**src/rtl/dc_sync_pkg.sv**
```systemverilog
// Shared types and constants for the Dreamcast raw-sync timing monitor.
package dc_sync_pkg;

  typedef enum logic [1:0] {
    SEARCH = 2'd0,
    LOCKED = 2'd1,
    LOST   = 2'd2
  } SyncState;

  localparam int NTSC_LINE_CLKS = 3432;
  localparam int PAL_LINE_CLKS  = 3456;
  localparam int VGA_LINE_CLKS  = 1716;

  function automatic int max3(input int a, input int b, input int c);
    int m;
    m = (a > b) ? a : b;
    return (m > c) ? m : c;
  endfunction

  // Line counter must hold the longest nominal line without saturating.
  localparam int LINE_CNT_W  = $clog2(max3(NTSC_LINE_CLKS, PAL_LINE_CLKS, VGA_LINE_CLKS) + 1);
  localparam int FIELD_CNT_W = 10;

  typedef struct packed {
    logic [LINE_CNT_W-1:0]  line_length;
    logic [FIELD_CNT_W-1:0] field_lines;
    logic                   interlaced;
    logic                   is_pal;
  } TimingInfo;

  function automatic logic [LINE_CNT_W-1:0] absdiff_line(input logic [LINE_CNT_W-1:0] a,
                                                         input logic [LINE_CNT_W-1:0] b);
    return (a > b) ? a - b : b - a;
  endfunction

  function automatic logic [FIELD_CNT_W-1:0] absdiff_field(input logic [FIELD_CNT_W-1:0] a,
                                                           input logic [FIELD_CNT_W-1:0] b);
    return (a > b) ? a - b : b - a;
  endfunction

endpackage

```
**src/rtl/sync_edge_detect.sv**
```systemverilog
// Two-flop synchronizer and registered falling-edge pulse for an active-low sync pin.
// SYNC_MONITOR_GLITCH_FILTER_EN inserts a 3-sample majority filter (+2 cycles latency).
module sync_edge_detect (
  input  logic clock,
  input  logic reset,
  input  logic sync_n,
  output logic fall
);

  logic [1:0] sync_q;
  logic       level;
  logic       level_q;
  logic       fall_q;

  // Idle level of the sync pins is high; resetting to 1 avoids a false edge.
  always_ff @(posedge clock or posedge reset) begin
    if (reset) begin
      sync_q  <= 2'b11;
      level_q <= 1'b1;
      fall_q  <= 1'b0;
    end else begin
      sync_q  <= {sync_q[0], sync_n};
      level_q <= level;
      fall_q  <= level_q & ~level;
    end
  end

`ifdef SYNC_MONITOR_GLITCH_FILTER_EN
  logic [1:0] hist_q;
  logic       maj_q;

  always_ff @(posedge clock or posedge reset) begin
    if (reset) begin
      hist_q <= 2'b11;
      maj_q  <= 1'b1;
    end else begin
      hist_q <= {hist_q[0], sync_q[1]};
      maj_q  <= (sync_q[1] & hist_q[0]) | (sync_q[1] & hist_q[1]) | (hist_q[0] & hist_q[1]);
    end
  end

  assign level = maj_q;
`else
  assign level = sync_q[1];
`endif

  assign fall = fall_q;

endmodule

```
**src/rtl/dc_sync_monitor.sv**
```systemverilog
// Dreamcast sync timing monitor: measures line/field timing, classifies the mode, declares lock.
// Build option SYNC_MONITOR_GLITCH_FILTER_EN enables the majority filter in sync_edge_detect.
//
// state  | meaning
// SEARCH | counting consecutive consistent fields toward lock
// LOCKED | timing outputs frozen, watching for deviation
// LOST   | no hsync edge within the timeout window
module dc_sync_monitor
  import dc_sync_pkg::*;
#(
  parameter int STABLE_FIELDS = 4,
  parameter int LINE_TOL      = 2,
  parameter int TIMEOUT_CLKS  = 270000,
  parameter int VGA_THRESHOLD = 2500,
  parameter int PAL_THRESHOLD = 290
) (
  input  logic                   clock,
  input  logic                   reset,
  input  logic                   _hsync,
  input  logic                   _vsync,
  output logic                   stable,
  output logic                   no_signal,
  output logic                   resync,
  output logic [LINE_CNT_W-1:0]  line_length,
  output logic [FIELD_CNT_W-1:0] field_lines,
  output logic                   interlaced,
  output logic                   vga_mode,
  output logic                   is_pal,
  output logic [23:0]            timing_info
);

  localparam logic [LINE_CNT_W-1:0]  HCNT_MAX = '1;
  localparam logic [FIELD_CNT_W-1:0] VCNT_MAX = '1;
  localparam logic [LINE_CNT_W-1:0]  TOL      = LINE_CNT_W'(LINE_TOL);
  localparam logic [LINE_CNT_W-1:0]  VGA_TH   = LINE_CNT_W'(VGA_THRESHOLD);
  localparam logic [FIELD_CNT_W-1:0] PAL_TH   = FIELD_CNT_W'(PAL_THRESHOLD);
  localparam int                     TO_W     = (TIMEOUT_CLKS > 1) ? $clog2(TIMEOUT_CLKS) : 1;
  localparam logic [TO_W-1:0]        TO_LOAD  = TO_W'(TIMEOUT_CLKS - 1);
  localparam int                     CNT_W    = $clog2(STABLE_FIELDS + 1);
  localparam logic [CNT_W-1:0]       LOCK_CNT = CNT_W'(STABLE_FIELDS);

  logic hs_fall;
  logic vs_fall;

  sync_edge_detect u_hs_edge (
    .clock  (clock),
    .reset  (reset),
    .sync_n (_hsync),
    .fall   (hs_fall)
  );

  sync_edge_detect u_vs_edge (
    .clock  (clock),
    .reset  (reset),
    .sync_n (_vsync),
    .fall   (vs_fall)
  );

  logic [LINE_CNT_W-1:0]  hcnt_q;
  logic [LINE_CNT_W-1:0]  meas_len_q;
  logic [LINE_CNT_W-1:0]  prev_len_q;
  logic [FIELD_CNT_W-1:0] vcnt_q;
  logic [FIELD_CNT_W-1:0] prev_lines_q;
  logic                   seeded_q;
  logic                   sat_q;
  logic [TO_W-1:0]        to_q;

  always_ff @(posedge clock or posedge reset) begin
    if (reset) begin
      hcnt_q       <= '0;
      meas_len_q   <= '0;
      prev_len_q   <= '0;
      vcnt_q       <= '0;
      prev_lines_q <= '0;
      seeded_q     <= 1'b0;
      sat_q        <= 1'b0;
      to_q         <= TO_LOAD;
    end else begin
      if (hs_fall) begin
        hcnt_q     <= '0;
        meas_len_q <= (hcnt_q == HCNT_MAX) ? HCNT_MAX : hcnt_q + 1'b1;
        to_q       <= TO_LOAD;
      end else begin
        if (hcnt_q != HCNT_MAX) hcnt_q <= hcnt_q + 1'b1;
        if (to_q != '0)         to_q   <= to_q - 1'b1;
      end

      // An hsync coincident with vsync belongs to the new field.
      if (vs_fall) begin
        vcnt_q       <= hs_fall ? FIELD_CNT_W'(1) : '0;
        prev_len_q   <= meas_len_q;
        prev_lines_q <= vcnt_q;
        seeded_q     <= 1'b1;
        sat_q        <= 1'b0;
      end else begin
        if (hs_fall && vcnt_q != VCNT_MAX) vcnt_q <= vcnt_q + 1'b1;
        if (hcnt_q == HCNT_MAX || vcnt_q == VCNT_MAX) sat_q <= 1'b1;
      end
    end
  end

  logic                   field_bad;
  logic                   consistent;
  logic                   len_dev;
  logic                   timeout;
  logic                   meas_is_vga;
  logic [FIELD_CNT_W-1:0] min_lines;

  assign field_bad   = sat_q | (hcnt_q == HCNT_MAX) | (vcnt_q == VCNT_MAX);
  assign consistent  = seeded_q && !field_bad
                       && (absdiff_line(meas_len_q, prev_len_q) <= TOL)
                       && (absdiff_field(vcnt_q, prev_lines_q) <= FIELD_CNT_W'(1));
  assign timeout     = (to_q == '0) && !hs_fall;
  assign meas_is_vga = meas_len_q < VGA_TH;
  assign min_lines   = (vcnt_q < prev_lines_q) ? vcnt_q : prev_lines_q;

  SyncState               state_q, state_d;
  logic [CNT_W-1:0]       cnt_q, cnt_d;
  logic [CNT_W-1:0]       cnt_inc;
  logic                   stable_q, stable_d;
  logic                   no_signal_q, no_signal_d;
  logic                   resync_q, resync_d;
  logic [LINE_CNT_W-1:0]  line_length_q, line_length_d;
  logic [FIELD_CNT_W-1:0] field_lines_q, field_lines_d;
  logic                   interlaced_q, interlaced_d;
  logic                   vga_q, vga_d;
  logic                   pal_q, pal_d;

  assign cnt_inc = cnt_q + 1'b1;
  assign len_dev = absdiff_line(meas_len_q, line_length_q) > TOL;

  always_comb begin
    state_d       = state_q;
    cnt_d         = cnt_q;
    stable_d      = stable_q;
    no_signal_d   = no_signal_q & ~hs_fall;
    resync_d      = 1'b0;
    line_length_d = line_length_q;
    field_lines_d = field_lines_q;
    interlaced_d  = interlaced_q;
    vga_d         = vga_q;
    pal_d         = pal_q;

    case (state_q)
      SEARCH: begin
        if (vs_fall) begin
          if (!consistent) begin
            cnt_d = '0;
          end else if (cnt_inc == LOCK_CNT) begin
            state_d       = LOCKED;
            cnt_d         = '0;
            stable_d      = 1'b1;
            line_length_d = meas_len_q;
            field_lines_d = min_lines;
            interlaced_d  = vcnt_q != prev_lines_q;
            vga_d         = meas_is_vga;
            pal_d         = !meas_is_vga && (min_lines > PAL_TH);
          end else begin
            cnt_d = cnt_inc;
          end
        end
      end
      LOCKED: begin
        if (vs_fall && (!consistent || len_dev)) begin
          state_d  = SEARCH;
          cnt_d    = '0;
          stable_d = 1'b0;
          resync_d = 1'b1;
        end
      end
      LOST: begin
        stable_d    = 1'b0;
        no_signal_d = ~hs_fall;
        if (hs_fall) begin
          state_d = SEARCH;
          cnt_d   = '0;
        end
      end
      default: state_d = SEARCH;
    endcase

    // Loss of hsync overrides whatever the field logic decided this cycle.
    if (timeout && state_q != LOST) begin
      state_d     = LOST;
      cnt_d       = '0;
      stable_d    = 1'b0;
      no_signal_d = 1'b1;
      resync_d    = (state_q == LOCKED);
    end
  end

  always_ff @(posedge clock or posedge reset) begin
    if (reset) begin
      state_q       <= SEARCH;
      cnt_q         <= '0;
      stable_q      <= 1'b0;
      no_signal_q   <= 1'b1;
      resync_q      <= 1'b0;
      line_length_q <= '0;
      field_lines_q <= '0;
      interlaced_q  <= 1'b0;
      vga_q         <= 1'b0;
      pal_q         <= 1'b0;
    end else begin
      state_q       <= state_d;
      cnt_q         <= cnt_d;
      stable_q      <= stable_d;
      no_signal_q   <= no_signal_d;
      resync_q      <= resync_d;
      line_length_q <= line_length_d;
      field_lines_q <= field_lines_d;
      interlaced_q  <= interlaced_d;
      vga_q         <= vga_d;
      pal_q         <= pal_d;
    end
  end

  TimingInfo ti;

  assign ti = '{line_length: line_length_q,
                field_lines: field_lines_q,
                interlaced:  interlaced_q,
                is_pal:      pal_q};

  assign stable      = stable_q;
  assign no_signal   = no_signal_q;
  assign resync      = resync_q;
  assign line_length = line_length_q;
  assign field_lines = field_lines_q;
  assign interlaced  = interlaced_q;
  assign vga_mode    = vga_q;
  assign is_pal      = pal_q;
  assign timing_info = ti;

endmodule
```
**config.mk**
```make
export PLATFORM = sky130hd
export DESIGN_NAME = dc_sync_monitor
export DESIGN_NICKNAME = d
export VERILOG_FILES = /design/src/rtl/dc_sync_pkg.sv /design/src/rtl/sync_edge_detect.sv /design/src/rtl/dc_sync_monitor.sv
export SDC_FILE = /design/constraint.sdc
export NUM_CORES = 1
export LEC_CHECK = 0
export CAP_MARGIN = 5
export CORE_MARGIN = 2
export CORE_UTILIZATION = 50
export DETAILED_ROUTE_END_ITERATION = 12
export PLACE_DENSITY = 0.69
export SLEW_MARGIN = 25
export SYNTH_ARGS = -nofsm -noshare
export SYNTH_HDL_FRONTEND = slang
export SYNTH_SLANG_ARGS = --single-unit
export TNS_END_PERCENT = 1
```
**constraint.sdc**
```tcl
create_clock -name clock -period 4.4 [get_ports clock]
set_input_delay 0.88 -clock clock [delete_from_list [all_inputs] [get_ports clock]]
set_output_delay 0.88 -clock clock [all_outputs]
set_load 0.01 [all_outputs]
```
## After elaboration in Yosys (flattened, before gate mapping)

Index checks and enable logic that the tools add are counted.
W data, S select, Z words.

- Register bits: 118
- Input bits: 4
- Output and inout bits: 52
- Logic and storage cells: 130

- Add/subtract/negate cells: 10
- $lt $le $gt $ge: 9
- Eq/ne operators: 14
- Multiplexer cells: 39
- Bitwise logic cells: 8
- Reductions and logical operators: 26

Operators with widths:

| operator | count |
|---|---|
| $mux W12 | 5 |
| $sub A12 B12 Y12 | 4 |
| $mux W10 | 4 |
| $mux W19 | 2 |
| $gt A12 B12 Y1 | 2 |
| $sub A10 B10 Y10 | 2 |
| $logic_not A19 Y1 | 1 |
| $reduce_bool A19 Y1 | 1 |
| $sub A19 B1 Y19 const B | 1 |
| $mux W3 | 6 |
| $mux W1 | 13 |
| $add A12 B1 Y12 const B | 1 |
| $eq A12 B12 Y1 const B | 1 |
| $gt A12 B2 Y1 const B | 1 |
| $le A12 B2 Y1 const B | 1 |
| $lt A12 B12 Y1 const B | 1 |
| $mux W2 | 6 |
| $ne A12 B12 Y1 const B | 1 |
| $add A10 B1 Y10 const B | 1 |
| $eq A10 B10 Y1 const B | 1 |
| $gt A10 B10 Y1 | 1 |
| $gt A10 B9 Y1 const B | 1 |
| $le A10 B1 Y1 const B | 1 |
| $lt A10 B10 Y1 | 1 |
| other kinds (23) | 47 |

## Longest topological paths before layout

Gate-level depths: netlist (run 1).

- Depth after elaboration: 13
- Depth in mapped cells: 16
- Mapped depth without buffers: 15

## By module

From an unflattened synthesis (run 1), not the netlist that was laid out.

- Cells, all modules: 1018
- Area, all modules: 8629.5 µm²

Modules (own cells, without submodules):

| module | times used | cells each | area each (µm²) | sequential area each (µm²) |
|---|---|---|---|---|
| dc_sync_monitor | 1 | 1006 | 8386.8 | 2767.7 |
| sync_edge_detect | 2 | 6 | 121.4 | 103.8 |

## Worst setup path after synthesis (run 1)

OpenSTA, ideal clock, no wires.

- Path type: reg2reg
- Start point: reg meas_len_q[1]
- End point: reg cnt_q[0]
- Setup time: 0.128 ns
- Data arrival time: 3.929 ns
- Required time: 4.272 ns
- Slack: 0.343 ns
- Stages on the path, launching flop included: 13
- Buffers on the path: 0
- Period minus slack after synthesis: 4.057 ns
- Cells stage by stage: dfrtp_1 -> inv_1 -> fa_1 -> o221ai_2 -> or4_1 -> or4_4 -> nor4_2 -> nand3b_1 -> a2111o_1 -> nor4_2 -> o21ai_2 -> o211ai_2 -> mux2_1

- Word-level cells in the longest chain between the ends: 10
- Elaborated cells on any way between the ends: 21
- Those cells by class: 4 x add/sub; 4 x order compare; 1 x eq/ne; 6 x mux; 6 x reduce/logical

RTL lines:

| what | RTL line | RTL |
|---|---|---|
| from (decl) | dc_sync_monitor.sv:60 | `logic [LINE_CNT_W-1:0] meas_len_q;` |
| from (signal assigned) | dc_sync_monitor.sv:81 | `meas_len_q <= (hcnt_q == HCNT_MAX) ? HCNT_MAX : hcnt_q + 1'b1;` |
| $sub A12 B12 Y12 / $gt A12 B12 Y1 (equally long branches) | dc_sync_pkg.sv:33 | `return (a > b) ? a - b : b - a;` |
| $mux W12 | dc_sync_pkg.sv:33 |  |
| $le A12 B2 Y1 | dc_sync_monitor.sv:111 | `&& (absdiff_line(meas_len_q, prev_len_q) <= TOL)` |
| $logic_and A1 B1 Y1 | dc_sync_monitor.sv:111 |  |
| $logic_and A1 B1 Y1 | dc_sync_monitor.sv:112 | `&& (absdiff_field(vcnt_q, prev_lines_q) <= FIELD_CNT_W'(1));` |
| $logic_not A1 Y1 | dc_sync_monitor.sv:164 | `if (vs_fall && (!consistent \|\| len_dev)) begin` |
| $logic_or A1 B1 Y1 | dc_sync_monitor.sv:164 |  |
| $logic_and A1 B1 Y1 | dc_sync_monitor.sv:164 |  |
| $ne A3 B3 Y1 (no source line) | n/a |  |
| $reduce_and A4 Y1 (no source line) | n/a |  |
| to (signal assigned) | dc_sync_monitor.sv:206 | `cnt_q <= cnt_d;` |
| to (decl) | dc_sync_monitor.sv:118 | `logic [CNT_W-1:0] cnt_q, cnt_d;` |

Parallel ways exist; a longest one is shown, timed or not. The select of a mux whose other input is x is not followed.
A chain may end at the register's enable or synchronous reset.

## Final worst setup path (run 1)

- Start point: reg meas_len_q[0]
- End point: reg cnt_q[0]

The elaborated chain is that of the path after synthesis.

==> metrics, run 1 <==
met2 wire len about 10 mm; Initial Util 51.15%; Critical Path Source Type register; Port Buffers 55; final setup skew 6.933 ps; worst slew pin tran 786.7 ps; pwr dens ~400 nW/um2; per-cell routed wire length 16.63 um; Leak 0.004454 uW; CP max FO 4; sequential fraction of the synthesis area 33.52%; Synthesis Warnings 0; GR Overflow Total 0; Die Y 137.2 um; Synth Flop Type dfrtp_1; RD Place Congestion between 0.9 and 1; Layout fillers approximately 1600; CP Data Required Time ~4700 ps; Synth Area per Inst 8.503 um2; final wirelength 21.99 mm; CP Class reg -> reg; share of post-route cells with drive strength above 1 11.94%; router iterations before antenna repair 5; final worst setup slack 114.1 ps; Fin. Hold Viols 0; Final Instance Count excl. Fillers 1322; clk slew on worst S/H paths around 60 ps; Syn Std Cell Area a little under 9000 um2; uppermost layer routed met4; initial antenna violation count 0; Slew headroom 46.20%; DR vias 7659; vias per std cell 5.793; Mapped Nets 1128; Post-synth ARST share 100.0%; area grow syn2layout 14.98%; CTS max path bufs 2; crit share post-route a little under 100%; fmax 0.2333 GHz; Placed Instances 1288; Mapped Cells 1044; hpwl dp 16.25 mm; site row count 48; Final Max Slew Viols 0; Arr. time, crit path 4590 ps; Met3 Routed Length 1.145 mm; ANT nets after route 0; Post-synth EDFFs 0; CTS tree yes; Setup-failing EPs final 0; Skew-Pair Late Insertion Delay 420 ps; Top Ports 56; vias in the first global route 7139; iteration-0 DRC count of the detailed router 680; Final min period roughly 4300 ps; Max VDD drop 0.2651 mV; first-pass GRT wire length 36.07 mm; Core ar. ~17000 um2; die area between 15000 and 20000 um2; DRC 0; clock tree sinks 118; Inserted Diodes 0; largest net degree at the start of global routing 66; number of H-tree levels 4; Final #Nets 1168; Hold WC Path Type reg -> reg; CTS Root Cell clkbuf_16; max_cap viols 0; CTS buffer count 17; Placement Setup Slack approximately 12 ps; number of synthesized register bits 118; Yosys cell types 81; footprint of the multi-input gates 5268 um2; Die Width 137.2 um; overall global routing resource usage 24.34%; FF/Latch Area 2978 um2; WL met1 around 10 mm; status completed; CP endpoint kind register
==> state kept, by name, indices dropped and copies added (netlist names), 2 cells and up <==
register,cells
field_lines,10
hcnt_q,12
u_hs_edge.sync_q,2
prev_len_q,12
meas_len_q,12
u_vs_edge.sync_q,2
prev_lines_q,10
line_length,12
vcnt_q,10
state_q,2
cnt_q,3
to_q,19
==> placed cells by master (no fill, tap or decap), types with 4 or more instances in the layout <==
master and instances:
nand3_1 33, inv_1 80, nor4_1 15, a211o_1 4, a211oi_1 10, dfrtp_1 98, clkdlybuf4s50_1 55, a21boi_0 5
and3_1 13, a21oi_1 62, mux2i_1 14, o211ai_1 6, clkbuf_16 17, xnor2_1 23, nand3b_1 4, nand2_1 93
ha_1 74, nand4_1 14, nor2b_1 17, a21o_1 13, nor3_1 25, clkinv_2 4, nor2_1 86, fa_1 6
or3_1 11, o21ai_0 92, mux2_2 14, o21a_1 8, a31oi_1 11, clkinvlp_4 5, buf_4 35, dfstp_2 18
nand2b_1 17, a221oi_1 7, xor2_1 14
==> timing repair <==
item | CTS | global route
hold buffers | 0 | 0
setup endpoints to repair | 1 | 20
pin swaps | 0 | 8
setup buffers | 0 | 2
resized for setup | 1 | 9
==> cell usage after synthesis (4+ instances only) <==
cell | instances | area share, %
fa_1 | 6 | 1.4
xor2_1 | 14 | 1.4
mux2_2 | 14 | 1.8
nor4_1 | 15 | 1.1
nand2b_1 | 17 | 1.2
dfstp_2 | 18 | 5.3
inv_1 | 81 | 3.4
o211ai_1 | 6 | 0.51
o21a_1 | 8 | 0.68
o21ai_0 | 95 | 5.4
nand2_1 | 93 | 3.9
nand3b_1 | 4 | 0.34
nand4_1 | 14 | 0.99
a211oi_1 | 10 | 0.85
xnor2_1 | 23 | 2.3
a21boi_0 | 5 | 0.42
clkbuf_1 | 35 | 1.5
buf_4 | 26 | 2.2
a21oi_1 | 63 | 3.6
dfrtp_1 | 100 | 28
a221oi_1 | 7 | 0.69
nand3_1 | 33 | 1.9
a211o_1 | 4 | 0.39
and3_1 | 13 | 0.92
nor2_1 | 86 | 3.6
buf_2 | 8 | 0.45
nor3_1 | 25 | 1.4
a31oi_1 | 11 | 0.78
mux2i_1 | 14 | 1.6
nor2b_1 | 17 | 1.2
a21o_1 | 13 | 1.1
or3_1 | 11 | 0.78
ha_1 | 74 | 10
==> final timing paths <==
path / startpoint / endpoint / slack (ps) / cells after the start
max: meas_len_q[0] / cnt_q[0] / 110 / 14
min: u_vs_edge.sync_q[0] / u_vs_edge.sync_q[1] / 350 / 0
max reg2reg: meas_len_q[0] / cnt_q[0] / 110 / 14
min reg2reg: u_vs_edge.sync_q[0] / u_vs_edge.sync_q[1] / 350 / 0
max in group asynchronous: reset / meas_len_q[3] / 2640 / 3
min in group asynchronous: reset / field_lines[4] / 970 / 2
==> critical path, cell delays in order (launching register included) <==
cell	delay (ps)
dfrtp_1	370
buf_4	150
ha_1	220
fa_1	380
or2b_1	270
a211oi_1	330
o21ai_0	220
mux2i_1	190
nor4b_1	270
nand4_1	190
a2111o_1	510
nor4_4	370
o21ai_2	150
o211ai_2	200
mux2_1	340
==> cell families (layout without fill, tap and decap cells) <==
kind of cell               Yosys count  after routing  synth area share, %
and+or+nand+nor                    361            361                20.55
xor gates and xnor gates            37             37                3.650
muxes                               30             30                3.608
buffers and inverters              151            204                7.682
AOI/OAI and AO/OA                  267            267                19.21
DFF                                118            118                33.52
adders and majority gates           80             80                11.78
==> stage by stage <==
| step | util (%) | setup TNS [ps] | instance area, um2 | hold slack [ps] | power [uW] |
|---|---|---|---|---|---|
| 2_1_floorplan | - | 0 | 8877 | 345.2 | 2369 |
| 3_3_place_gp | 55.38 | 0 | 9612 | 345.4 | 2744 |
| 3_5_place_dp | 55.38 | 0 | 9612 | 346.8 | 2753 |
| 4_1_cts | 58.54 | 0 | 10160 | 355.3 | 4060 |
| 5_1_grt | 58.81 | -3.477 | 10210 | 358.8 | 4335 |
| 6_report | 58.81 | 0 | 10210 | 354.7 | 4085 |
==> power by group <==
| group | switching (uW) | internal [uW] |
|---|---|---|
| logic | 898 | 635 |
| clock network | 547 | 735 |
| registers | 88.1 | 1180 |
| total | 1530 | 2550 |
==> final cells by class <==
class,count,share of cell area (%)
clock buffer,18,4.303
clock inverter,14,0.9929
inverter,81,3.003
multi-input combinational,775,51.61
sequential,118,29.17
tap,225,2.758
timing repair buffer,91,8.164
==> routing by layer <==
metal / GRT usage [%] / vias up
met5: 0 / -
met4: 7.102 / 0
li1: - / 3732
met1: 34.74 / 3628
met2: 37.76 / 264
met3: 4.525 / 35
Power figures use the tool's default switching activity.
==> run 2: changes to the inputs <==
Settings changed: CAP_MARGIN 5 to 20.
==> results of run 2 <==
No change in the layout: final DEF, timing and power equal those of run 1.
